### config.mk
export PLATFORM = sky130hd
export DESIGN_NAME = gcd_entry_sequencer
export DESIGN_NICKNAME = d
export VERILOG_FILES = /design/src/rtl/gcd_pkg.sv /design/src/rtl/gcd_entry_sequencer_btn_conditioner.sv /design/src/rtl/gcd_entry_sequencer.sv
export SDC_FILE = /design/constraint.sdc
export NUM_CORES = 1
export LEC_CHECK = 0
export ABC_AREA = 1
export BUFFER_PORTS_ARGS = -buffer_cell sky130_fd_sc_hd__buf_4
export CAP_MARGIN = 20
export CORE_MARGIN = 2
export CORE_UTILIZATION = 35
export DETAILED_ROUTE_END_ITERATION = 16
export HOLD_SLACK_MARGIN = 0.1
export PLACE_DENSITY = 0.67
export SKIP_CTS_REPAIR_TIMING = 1
export SYNTH_ARGS = -nofsm -noshare
export SYNTH_HDL_FRONTEND = slang
export SYNTH_SLANG_ARGS = --single-unit
### constraint.sdc
create_clock -name CLK100MHZ -period 3.97 [get_ports CLK100MHZ]
set_clock_uncertainty 0.15 [all_clocks]
set_input_delay 0.5955 -clock CLK100MHZ [delete_from_list [all_inputs] [get_ports CLK100MHZ]]
set_output_delay 0.5955 -clock CLK100MHZ [all_outputs]
set_load 0.1 [all_outputs]
### src/rtl/gcd_pkg.sv
// Shared GCD board definitions: controller states, LED codes, default sizes.
// Latency: n/a (types and constants only).
// Backpressure: n/a.
package gcd_pkg;

    localparam int GCD_WIDTH          = 16;
    localparam int GCD_TIMEOUT_CYCLES = 131072;

    typedef enum logic [2:0] {
        ST_WAIT_A,
        ST_WAIT_B,
        ST_RUN,
        ST_SHOW,
        ST_ERR
    } gcd_state_t;

    localparam logic [3:0] LED_WAIT_A = 4'b0001;
    localparam logic [3:0] LED_WAIT_B = 4'b0010;
    localparam logic [3:0] LED_RUN    = 4'b0100;
    localparam logic [3:0] LED_SHOW   = 4'b1000;
    localparam logic [3:0] LED_ERR    = 4'b1111;

    function automatic logic [3:0] led_of(input gcd_state_t s);
        case (s)
            ST_WAIT_A: led_of = LED_WAIT_A;
            ST_WAIT_B: led_of = LED_WAIT_B;
            ST_RUN:    led_of = LED_RUN;
            ST_SHOW:   led_of = LED_SHOW;
            default:   led_of = LED_ERR;
        endcase
    endfunction

endpackage

### src/rtl/gcd_entry_sequencer_btn_conditioner.sv
// Button conditioner: 2-flop sync, optional counter debounce (GCD_DEBOUNCE_EN), rising-edge press pulse.
// Latency: press valid during the cycle ending on the 3rd edge after the raw rise (plus DEBOUNCE_CYCLES when debounced).
// Backpressure: none; the pulse is one cycle wide and is lost if the consumer ignores it.
module btn_conditioner #(
    parameter int DEBOUNCE_CYCLES = 1_000_000
) (
    input  logic clk,
    input  logic rst_n,
    input  logic btn_i,
    output logic press_o
);

    logic sync1_q, sync2_q;

    always_ff @(posedge clk or negedge rst_n) begin
        if (!rst_n) begin
            sync1_q <= 1'b0;
            sync2_q <= 1'b0;
        end else begin
            sync1_q <= btn_i;
            sync2_q <= sync1_q;
        end
    end

`ifdef GCD_DEBOUNCE_EN
    localparam int CW = $clog2(DEBOUNCE_CYCLES + 1);

    logic [CW-1:0] cnt_q;
    logic          stable_q;
    logic          press_q;

    // Counter runs only while the synced level disagrees with the accepted one.
    always_ff @(posedge clk or negedge rst_n) begin
        if (!rst_n) begin
            cnt_q    <= '0;
            stable_q <= 1'b0;
            press_q  <= 1'b0;
        end else begin
            press_q <= 1'b0;
            if (sync2_q == stable_q) begin
                cnt_q <= '0;
            end else if (cnt_q == CW'(DEBOUNCE_CYCLES - 1)) begin
                cnt_q    <= '0;
                stable_q <= sync2_q;
                press_q  <= sync2_q;
            end else begin
                cnt_q <= cnt_q + 1'b1;
            end
        end
    end

    assign press_o = press_q;
`else
    logic level_q;

    always_ff @(posedge clk or negedge rst_n) begin
        if (!rst_n) begin
            level_q <= 1'b0;
        end else begin
            level_q <= sync2_q;
        end
    end

    assign press_o = sync2_q & ~level_q;
`endif

endmodule

### src/rtl/gcd_entry_sequencer.sv
// Board GCD controller: captures A/B on Center presses, runs the datapath over start/done, shows result (GCD_DEBOUNCE_EN selects debounce).
// Latency: state/capture on the press edge; Gcd lands the edge after gcd_done; 2 cycles over datapath latency.
// Backpressure: presses outside WAIT_A/WAIT_B/SHOW/ERR are dropped; RUN gives up after TIMEOUT_CYCLES.
module gcd_entry_sequencer
    import gcd_pkg::*;
#(
    parameter int WIDTH           = GCD_WIDTH,
    parameter int DEBOUNCE_CYCLES = 1_000_000,
    parameter int TIMEOUT_CYCLES  = GCD_TIMEOUT_CYCLES
) (
    input  logic             CLK100MHZ,
    input  logic             CPU_RESETN,
    input  logic [WIDTH-1:0] SW,
    input  logic             Center,
    input  logic             gcd_done,
    input  logic [WIDTH-1:0] gcd_result,
    output logic             gcd_start,
    output logic [WIDTH-1:0] gcd_a,
    output logic [WIDTH-1:0] gcd_b,
    output logic [WIDTH-1:0] A,
    output logic [WIDTH-1:0] B,
    output logic [WIDTH-1:0] Gcd,
    output logic [3:0]       LED
);

    localparam int TW = $clog2(TIMEOUT_CYCLES + 1);

    logic             press;
    gcd_state_t       state_q;
    logic [WIDTH-1:0] a_q, b_q, gcd_q;
    logic             start_q;
    logic [3:0]       led_q;
    logic [TW-1:0]    tmo_q;

    btn_conditioner #(
        .DEBOUNCE_CYCLES(DEBOUNCE_CYCLES)
    ) u_btn (
        .clk    (CLK100MHZ),
        .rst_n  (CPU_RESETN),
        .btn_i  (Center),
        .press_o(press)
    );

    always_ff @(posedge CLK100MHZ or negedge CPU_RESETN) begin
        if (!CPU_RESETN) begin
            state_q <= ST_WAIT_A;
            a_q     <= '0;
            b_q     <= '0;
            gcd_q   <= '0;
            start_q <= 1'b0;
            led_q   <= LED_WAIT_A;
            tmo_q   <= '0;
        end else begin
            start_q <= 1'b0;
            case (state_q)
                ST_WAIT_A: if (press) begin
                    a_q     <= SW;
                    b_q     <= '0;
                    gcd_q   <= '0;
                    state_q <= ST_WAIT_B;
                    led_q   <= led_of(ST_WAIT_B);
                end
                // A zero operand short-circuits: gcd(x,0)=x, never start the datapath.
                ST_WAIT_B: if (press) begin
                    b_q <= SW;
                    if (a_q == '0 || SW == '0) begin
                        gcd_q   <= a_q | SW;
                        state_q <= ST_SHOW;
                        led_q   <= led_of(ST_SHOW);
                    end else begin
                        start_q <= 1'b1;
                        tmo_q   <= '0;
                        state_q <= ST_RUN;
                        led_q   <= led_of(ST_RUN);
                    end
                end
                // start_q marks the first RUN cycle, where done is not trusted.
                ST_RUN: begin
                    tmo_q <= tmo_q + 1'b1;
                    if (!start_q && gcd_done) begin
                        gcd_q   <= gcd_result;
                        state_q <= ST_SHOW;
                        led_q   <= led_of(ST_SHOW);
                    end else if (tmo_q == TW'(TIMEOUT_CYCLES - 1)) begin
                        gcd_q   <= '0;
                        state_q <= ST_ERR;
                        led_q   <= led_of(ST_ERR);
                    end
                end
                ST_SHOW, ST_ERR: if (press) begin
                    a_q     <= '0;
                    b_q     <= '0;
                    gcd_q   <= '0;
                    state_q <= ST_WAIT_A;
                    led_q   <= led_of(ST_WAIT_A);
                end
                default: begin
                    state_q <= ST_WAIT_A;
                    led_q   <= led_of(ST_WAIT_A);
                end
            endcase
        end
    end

    assign gcd_start = start_q;
    assign gcd_a     = a_q;
    assign gcd_b     = b_q;
    assign A         = a_q;
    assign B         = b_q;
    assign Gcd       = gcd_q;
    assign LED       = led_q;

endmodule

==> results of run 1 <==
-- through the flow --
stage / worst slack [ns] / std cells / utilization / instance area, um2
after floorplan: 1.86 / 555 / - / 4230
after global placement: 1.80 / 774 / 0.419 / 4990
after detailed placement: 1.79 / 774 / 0.419 / 4990
after CTS: 1.78 / 790 / 0.446 / 5310
after global routing: 1.59 / 790 / 0.446 / 5310
final: 1.78 / 790 / 0.446 / 5310
-- cell type report --
| cell class | instances | area, um2 | share of cell area |
|---|---|---|---|
| flip-flops and latches | 77 | 1930 | 0.363 |
| multi-input cells | 376 | 1770 | 0.333 |
| repair buffers | 121 | 908 | 0.171 |
| clock buffers | 12 | 246 | 0.0464 |
| inverters | 53 | 200 | 0.0377 |
| well taps | 147 | 184 | 0.0346 |
| clock inverters | 4 | 72.6 | 0.0137 |
-- flip-flops by register name, summed over array words and instances (netlist names) --
signal and count:
state_q 3, gcd_start 1, u_btn.sync1_q 1, B 16, A 16, u_btn.sync2_q 1, tmo_q 18, LED 4
u_btn.level_q 1, Gcd 16
-- cells by family after synthesis --
group	synth area share
AO/OA/AOI/OAI	0.0846
AND/OR/NAND/NOR	0.331
flip-flops	0.456
buffers and inverters	0.126
adder cells (fa/ha/maj)	0.00296
-- synth_stat cells --
cell type  count
o21ai_1       13
dfstp_2        1
a211oi_2       1
buf_6          1
nand3_2        2
nand3_1       53
a21oi_2        1
clkinv_2       1
o21ai_0       35
clkbuf_1       3
o21bai_1       2
nor2_2         3
dfrtp_1       76
o22ai_1        6
nand2_1      179
nor2_1        36
a21oi_4        1
clkbuf_2       1
nor2_4         5
buf_4         34
nor3_1         1
a21oi_1        2
nand4_1       22
inv_2          7
inv_1         45
buf_2         10
nor3_2         1
a31o_2         2
nand2_4        1
ha_1           1
nand3_4        1
or2_2          8
-- worst paths after layout --
kind	from	end	cells past startpoint
hold / removal	u_btn.sync1_q	u_btn.sync2_q	0
hold reg to reg	u_btn.sync1_q	u_btn.sync2_q	0
max in group asynchronous	CPU_RESETN	A[11]	1
setup reg to reg	state_q[0]	B[1]	5
setup / recovery	state_q[0]	B[1]	5
min in group asynchronous	CPU_RESETN	tmo_q[6]	1
-- metal layers --
metal	global-route usage	vias to the layer above
met1	0.231	1900
met3	0.0335	2
met4	0.0439	0
li1	-	1922
met5	0	-
met2	0.304	119
==> key figures, run 1 <==
Synth
  • Cell Area, Synth: 0.00423 mm2
  • Proportion of synthesized chip area in sequential cells: 0.456
  • Yosys top cell area share: 0.450
  • Distinct cells, synth: 32
  • #FFs+latches synth: 77
  • Syn Inst Count: 555
  • Area contributors post-synth: dfrtp_1, nand2_1, nand3_1
  • Avg Cell Area, Syn: 7.62 um2
  • Synth Net Count: 592
  • Warnings from Yosys: 0
  • Area leader, netlist: dfrtp_1

Critical path
  • CP Launch Type: register
  • Critical path's top delay family: compound AO/OA/AOI/OAI gates
  • CP arrival: 2.28 ns
  • Crit path buffers/inverters: 1
  • CP Capture Type: register
  • Slowest cell on the critical path: a21oi_4
  • R2R Setup Slk: 1.78 ns
  • Worst setup path category: reg -> reg
  • CP max FO: 27
  • Worst-path cell chain: nor2_2 > inv_2 > a21oi_4 > nand2_1 > o22ai_1
  • Critical path's largest stage delay: 0.54 ns
  • CP required: 4.06 ns

Global routing
  • Initial antenna violation count: 0
  • GRT Total Usage: 0.177
  • Grt total ovfl: 0
  • Largest net degree at the start of global routing: 78
  • Number of global-route vias before repair: 3753
  • First-pass GRT wire length: 18300 um

Route
  • Vias: 3943
  • DR WL met2: 5650 um
  • Final wirelength: 11200 um
  • Detailed Routing Iterations Pass 1: 4
  • DRC: 0
  • Avg WL per Cell: 14.2 um
  • Wire length on met3: 595 um
  • DRT antenna net count: 0
  • M1 WL: 4940 um
  • Uppermost routed layer: met4
  • Vias per cell: 4.99
  • Drt initial violations: 225

Clocking
  • CTS Buffer Depth: 2
  • H-tree depth: 3
  • Root Driver: clkbuf_16
  • Clk pin slew, worst setup/hold paths: 0.06 ns
  • Cts bufs inserted: 9
  • Clk sinks: 77
  • Clk Latency, worst-skew pair: 0.33 ns
  • CTS tree: built

Timing
  • Max Clock Freq: 456 MHz
  • Pins Over Slew Limit: 0
  • Hold Slack: 0.198 ns
  • Final period utilization: 0.553
  • Hold Vio Cnt, Final: 0
  • Setup TNS Final: 0 ns
  • RSZ-0062 raised after global routing: no
  • Setup violators final: 0
  • Least-Margin Pin Slew: 0.974 ns
  • Post-layout min period: 2.19 ns
  • Max-slew headroom: 0.351

Floorplanning
  • Core footprint: 0.0119 mm2
  • Full die area: 0.0130 mm2
  • Effective utilization at floorplan: 0.355
  • Row count: 40
  • Io pins: 121
  • Chip height: 114 um
  • Die X: 114 um

Final layout
  • Fill count: 1211
  • Nets: 675
  • Most common cell after layout, fill and taps aside: nand2_1
  • Area added between synthesis and finish: 25.5%
  • Most frequent cells in the layout: nand2_1, buf_4, dfrtp_1
  • Share of cells above drive strength 1: 0.264
  • Ant diodes: 0

Min path
  • Worst min path class: reg -> reg

Place
  • IO buf count: 120
  • RD Place Congestion: 0.837
  • DPL Wire Length: 8210 um

Outcome
  • Status: finished clean

Job
  • Max Cap Viol: 0
Power of run 1 is left out: the tool's default activity adds up to more than one toggle a clock period on the data nets, which glitch-free logic cannot reach.
==> run 2, diff against run 1 <==
--- a/config.mk
+++ b/config.mk
@@ -12,7 +12,7 @@
 export CORE_UTILIZATION = 35
 export DETAILED_ROUTE_END_ITERATION = 16
 export HOLD_SLACK_MARGIN = 0.1
-export PLACE_DENSITY = 0.67
+export PLACE_DENSITY = 0.69
 export SKIP_CTS_REPAIR_TIMING = 1
 export SYNTH_ARGS = -nofsm -noshare
 export SYNTH_HDL_FRONTEND = slang
==> constraint.sdc (replaced) <==
create_clock -name CLK100MHZ -period 1.9 [get_ports CLK100MHZ]
set_clock_uncertainty 0.15 [all_clocks]
set_input_delay 0.285 -clock CLK100MHZ [delete_from_list [all_inputs] [get_ports CLK100MHZ]]
set_output_delay 0.285 -clock CLK100MHZ [all_outputs]
set_load 0.1 [all_outputs]
==> run 2 against run 1 <==
Against the previous run:
- first-iteration DRC count grew 16%
- design area rose by 6.9%
- global-route usage up 0.56 points
- fmax up 22%
- via count grew 2.6%
- utilization up 3.1 points
- die area unchanged
- non-clock buffer count grew 29
- setup slack worse by 1.7 ns
- flip-flop and latch count unchanged
- register-to-register slack worse by 1.7 ns
- critical endpoint is now Gcd[14]
==> key figures, run 2 (synthesis results as in run 1) <==
Outcome
  • Status: finished clean

Critical path
  • Worst setup path category: reg -> reg
  • CP max FO: 12 (-56%)
  • CP Launch Type: register
  • CP Capture Type: register
  • R2R Path Start: tmo_q[0]
  • Slowest cell on the critical path: dfrtp_1
  • Crit path buffers/inverters: 1 (unchanged)
  • R2R Setup Slk: 0.10 ns (-1.67 ns)
  • CP Depth: 8 (+3)
  • Critical path's top delay family: simple AND/OR/NAND/NOR gates
  • CP required: 2.01 ns (-2.05 ns)
  • Worst r2r path cells: 8 (+3)
  • Setup crit end: Gcd[14]
  • CP Launch Point: tmo_q[0]
  • Worst-path cell chain: ha_2 > nand3_2 > nor2_4 > nand3_1 > nand2_4 > buf_4 > nand4_1 > nand2_1
  • CP arrival: 1.91 ns (-0.37 ns)
  • Critical path's largest stage delay: 0.36 ns (-0.18 ns)
  • Reg-to-reg endpoint: Gcd[14]

Floorplanning
  • Core footprint: 0.0119 mm2 (unchanged)
  • Io pins: 121 (unchanged)
  • Chip height: 114 um (unchanged)
  • Row count: 40 (unchanged)
  • Effective utilization at floorplan: 0.355 (unchanged)
  • Die X: 114 um (unchanged)
  • Full die area: 0.0130 mm2 (unchanged)

Timing
  • Max Clock Freq: 557 MHz (+22%)
  • Hold Vio Cnt, Final: 0 (unchanged)
  • Max-slew headroom: 0.711 (+0.360)
  • Least-Margin Pin Slew: 0.430 ns (-0.544 ns)
  • Setup TNS Final: 0 ns (unchanged)
  • Post-layout min period: 1.80 ns (-0.399 ns)
  • Pins Over Slew Limit: 0 (unchanged)
  • Final period utilization: 0.945 (+0.392)
  • Setup violators final: 0 (unchanged)

Place
  • DPL Wire Length: 8470 um (+3.2%)
  • IO buf count: 120 (unchanged)
  • RD Place Congestion: 0.866 (+3.5%)
  • Post-DP Area: 0.00513 mm2 (+2.8%)

Clocking
  • H-tree depth: 3 (unchanged)
  • Clk sinks: 77 (unchanged)
  • Root Driver: clkbuf_16
  • Clk Latency, worst-skew pair: 0.33 ns (about the same)
  • Cts bufs inserted: 9 (unchanged)
  • Clk pin slew, worst setup/hold paths: 0.06 ns (about the same)
  • CTS tree: built
  • CTS Buffer Depth: 2 (unchanged)

Final layout
  • Most common cell after layout, fill and taps aside: nand2_1
  • Most frequent cells in the layout: nand2_1, buf_4, dfrtp_1
  • Area added between synthesis and finish: 34.2%
  • Final instance area: 0.00568 mm2 (+6.9%)
  • Max reg flops: 18 (unchanged)
  • Nets: 705 (+4.4%)
  • Share of cells above drive strength 1: 0.312 (+0.0476)
  • Top reg by flops: tmo_q
  • Ant diodes: 0 (unchanged)

Route
  • Vias: 4045 (+2.6%)
  • Detailed Routing Iterations Pass 1: 5 (+1)
  • Vias per cell: 4.93 (-1.2%)
  • Final wirelength: 11900 um (+5.9%)
  • Drt initial violations: 260 (+16%)
  • DRT antenna net count: 0 (unchanged)
  • Avg WL per Cell: 14.5 um (+2.0%)
  • DRC: 0 (unchanged)

Global routing
  • Largest net degree at the start of global routing: 78 (unchanged)
  • Initial antenna violation count: 0 (unchanged)
  • Number of global-route vias before repair: 3918 (+4.4%)
  • GRT Total Usage: 0.182 (+0.00557)
  • First-pass GRT wire length: 18800 um (+2.8%)
  • Grt total ovfl: 0 (unchanged)

Min path
  • Worst min path class: in -> reg

Job
  • Max Cap Viol: 0 (unchanged)
==> run 2: layer usage <==
layer / track usage / wire [um]
met4: 0.0650 / 250
met2: 0.314 / 5860
met5: 0 / 0
met3: 0.0383 / 703
met1: 0.226 / 5070
==> run 2: worst min-delay path by stage <==
stage	slack, ns	start	depth (start not counted)	end
detailed placement	0.19	CPU_RESETN	2	tmo_q[4]
CTS	-0.16	CPU_RESETN	2	tmo_q[4]
floorplan	-0.16	CPU_RESETN	0	A[0]
global route	0.10	SW[4]	3	B[4]
finish	0.06	SW[7]	3	A[7]
global placement	0.19	CPU_RESETN	2	tmo_q[3]
==> run 2: metrics by stage <==
stage | setup slack (ns) | std cells | util | hold slack, ns
final | 0.104 | 820 | 0.476 | 0.0628
after global routing | -0.00573 | 820 | 0.476 | 0.104
after CTS | -0.0359 | 801 | 0.456 | -0.161
after detailed placement | -0.00450 | 785 | 0.431 | 0.191
after global placement | 0.0724 | 785 | 0.431 | 0.186
after floorplan | 0.0789 | 555 | - | -0.161
==> run 2: cell type report <==
type / instances / area [um2]
Fill cell: 1171 / 6240
Sequential cell: 77 / 1950
Multi-Input combinational cell: 377 / 1810
Timing Repair Buffer: 150 / 1220
Clock buffer: 11 / 243
Inverter: 53 / 204
Tap cell: 147 / 184
Clock inverter: 5 / 58.8
==> run 2: worst register-to-register path, cell delays in order, from the launching register on <==
cell and delay [ns]:
dfrtp_1 0.36, ha_2 0.22, nand3_2 0.13, nor2_4 0.14, nand3_1 0.13, nand2_4 0.18, buf_4 0.21, nand4_1 0.12
nand2_1 0.09
Power of run 2 is left out for the same reason.
==> run 3, diff against run 2 <==
--- a/config.mk
+++ b/config.mk
@@ -8,11 +8,13 @@
 export ABC_AREA = 1
 export BUFFER_PORTS_ARGS = -buffer_cell sky130_fd_sc_hd__buf_4
 export CAP_MARGIN = 20
+export CELL_PAD_IN_SITES_DETAIL_PLACEMENT = 2
+export CELL_PAD_IN_SITES_GLOBAL_PLACEMENT = 2
 export CORE_MARGIN = 2
-export CORE_UTILIZATION = 35
+export CORE_UTILIZATION = 26
 export DETAILED_ROUTE_END_ITERATION = 16
 export HOLD_SLACK_MARGIN = 0.1
-export PLACE_DENSITY = 0.69
+export PLACE_DENSITY = 0.85
 export SKIP_CTS_REPAIR_TIMING = 1
 export SYNTH_ARGS = -nofsm -noshare
 export SYNTH_HDL_FRONTEND = slang
==> run 3 against run 2 <==
Against the previous run:
- sequential share of layout area is 1.1 points lower
- fmax shrank 3.2%
- critical endpoint is now A[6]
- flip-flop and latch count did not move
- count of clock-buffer cells in the layout down 1
- highest routed layer unchanged
- utilization decreased by 11 points
- final cell count is 9.9% higher
==> key figures, run 3 (synthesis results as in run 1) <==
Global routing
  • Largest net degree at the start of global routing: 35 (-55%)
  • Number of global-route vias before repair: 4831 (+23%)
  • Initial antenna violation count: 0 (unchanged)
  • First-pass GRT wire length: 24900 um (+33%)
  • Grt total ovfl: 0 (unchanged)
  • GRT Total Usage: 0.180 (-0.00249)

Final layout
  • Nets: 717 (+1.7%)
  • Final Core Density: 0.370 (-0.107)
  • Most common cell after layout, fill and taps aside: nand2_1
  • Final instance area: 0.00587 mm2 (+3.5%)
  • Share of cells above drive strength 1: 0.326 (+0.0135)
  • Ant diodes: 0 (unchanged)
  • Area added between synthesis and finish: 38.8%
  • Most frequent cells in the layout: nand2_1, buf_4, dfrtp_1
  • Top reg by flops: tmo_q
  • Max reg flops: 18 (unchanged)

Clocking
  • Clk Latency, worst-skew pair: 0.35 ns (+0.02 ns)
  • Cts bufs inserted: 9 (unchanged)
  • H-tree depth: 3 (unchanged)
  • Clk pin slew, worst setup/hold paths: 0.07 ns (about the same)
  • Clk sinks: 77 (unchanged)
  • Root Driver: clkbuf_16
  • CTS Buffer Depth: 2 (unchanged)
  • CTS tree: built

Critical path
  • Worst-path cell chain: nor2_4 > nor2_1 > nor2_2 > nor2_4 > buf_12 > o21ai_0 > nand2_1
  • CP Capture Type: register
  • CP max FO: 21 (+9)
  • R2R Setup Slk: 0.05 ns (-0.06 ns)
  • Critical path's top delay family: simple AND/OR/NAND/NOR gates
  • CP Launch Type: register
  • CP required: 1.98 ns (-0.03 ns)
  • Critical path's largest stage delay: 0.47 ns (+0.11 ns)
  • Worst setup path category: reg -> reg
  • Slowest cell on the critical path: dfrtp_2
  • Critical path's most frequent cell: nor2_4
  • CP arrival: 1.93 ns (+0.02 ns)
  • Crit path buffers/inverters: 1 (unchanged)

Place
  • IO buf count: 120 (unchanged)
  • RD Place Congestion: 0.828 (-4.3%)
  • Post-DP Area: 0.00529 mm2 (+3.0%)
  • Dpl ws: -0.00289 ns (+0.00161 ns)
  • DPL Wire Length: 11500 um (+36%)

Floorplanning
  • Effective utilization at floorplan: 0.266 (-0.0888)
  • Chip height: 132 um (+15%)
  • Die X: 132 um (+15%)
  • Full die area: 0.0173 mm2 (+33%)
  • Io pins: 121 (unchanged)
  • Row count: 46 (+15%)
  • Core footprint: 0.0159 mm2 (+33%)

Route
  • Vias per cell: 4.81 (-2.4%)
  • Final wirelength: 16400 um (+38%)
  • DRC: 0 (unchanged)
  • Vias: 4338 (+7.2%)
  • Avg WL per Cell: 18.2 um (+26%)
  • Drt initial violations: 141 (-46%)
  • DRT antenna net count: 0 (unchanged)
  • Detailed Routing Iterations Pass 1: 4 (-1)

Min path
  • Worst min path class: in -> reg

Timing
  • Setup slack after layout: 0.0452 ns (-0.0593 ns)
  • Post-layout min period: 1.85 ns (+0.0593 ns)
  • Final period utilization: 0.976 (+0.0312)
  • Least-Margin Pin Slew: 0.511 ns (+0.0802 ns)
  • Max-slew headroom: 0.657 (-0.0538)
  • Max Clock Freq: 539 MHz (-3.2%)
  • Hold Vio Cnt, Final: 0 (unchanged)
  • Setup violators final: 0 (unchanged)
  • Pins Over Slew Limit: 0 (unchanged)
  • Setup TNS Final: 0 ns (unchanged)

Job
  • Max Cap Viol: 0 (unchanged)

Outcome
  • Status: finished clean
[run 3: metrics by stage]
stage / std cells / hold WS (ns)
after floorplan: 555 / -0.161
after global placement: 860 / 0.0394
after detailed placement: 860 / 0.0403
after CTS: 876 / -0.326
after global routing: 901 / 0.0972
final: 901 / 0.0641
[run 3: layout make-up]
class	instances	area, um2
Multi-Input combinational cell	377	1820
Clock buffer	10	229
Timing Repair Buffer	162	1330
Tap cell	216	270
Inverter	53	204
Fill cell	1851	10000
Sequential cell	77	1950
Clock inverter	6	63.8
[run 3: per-layer routing]
metal  track usage  vias to the layer above  wire (um)
met4        0.0507                        0        301
met5             0                        -          0
li1              -                     2014          -
met1         0.208                     2192       6800
met3        0.0432                       23        621
met2         0.329                      109       8710
[run 3: path summary, 6_finish.rpt]
check,start,endpoint,cells past startpoint
setup / recovery,state_q[1],A[6],7
hold / removal,SW[0],A[0],3
setup reg to reg,state_q[1],A[6],7
hold reg to reg,u_btn.sync1_q,u_btn.sync2_q,0
max in group asynchronous,CPU_RESETN,Gcd[8],3
min in group asynchronous,CPU_RESETN,tmo_q[11],2
[run 3: worst min-delay path, cell delays in order]
cell	delay [ns]
buf_4	0.11
nand3_1	0.07
nand2_1	0.06
Power of run 3 is left out for the same reason.
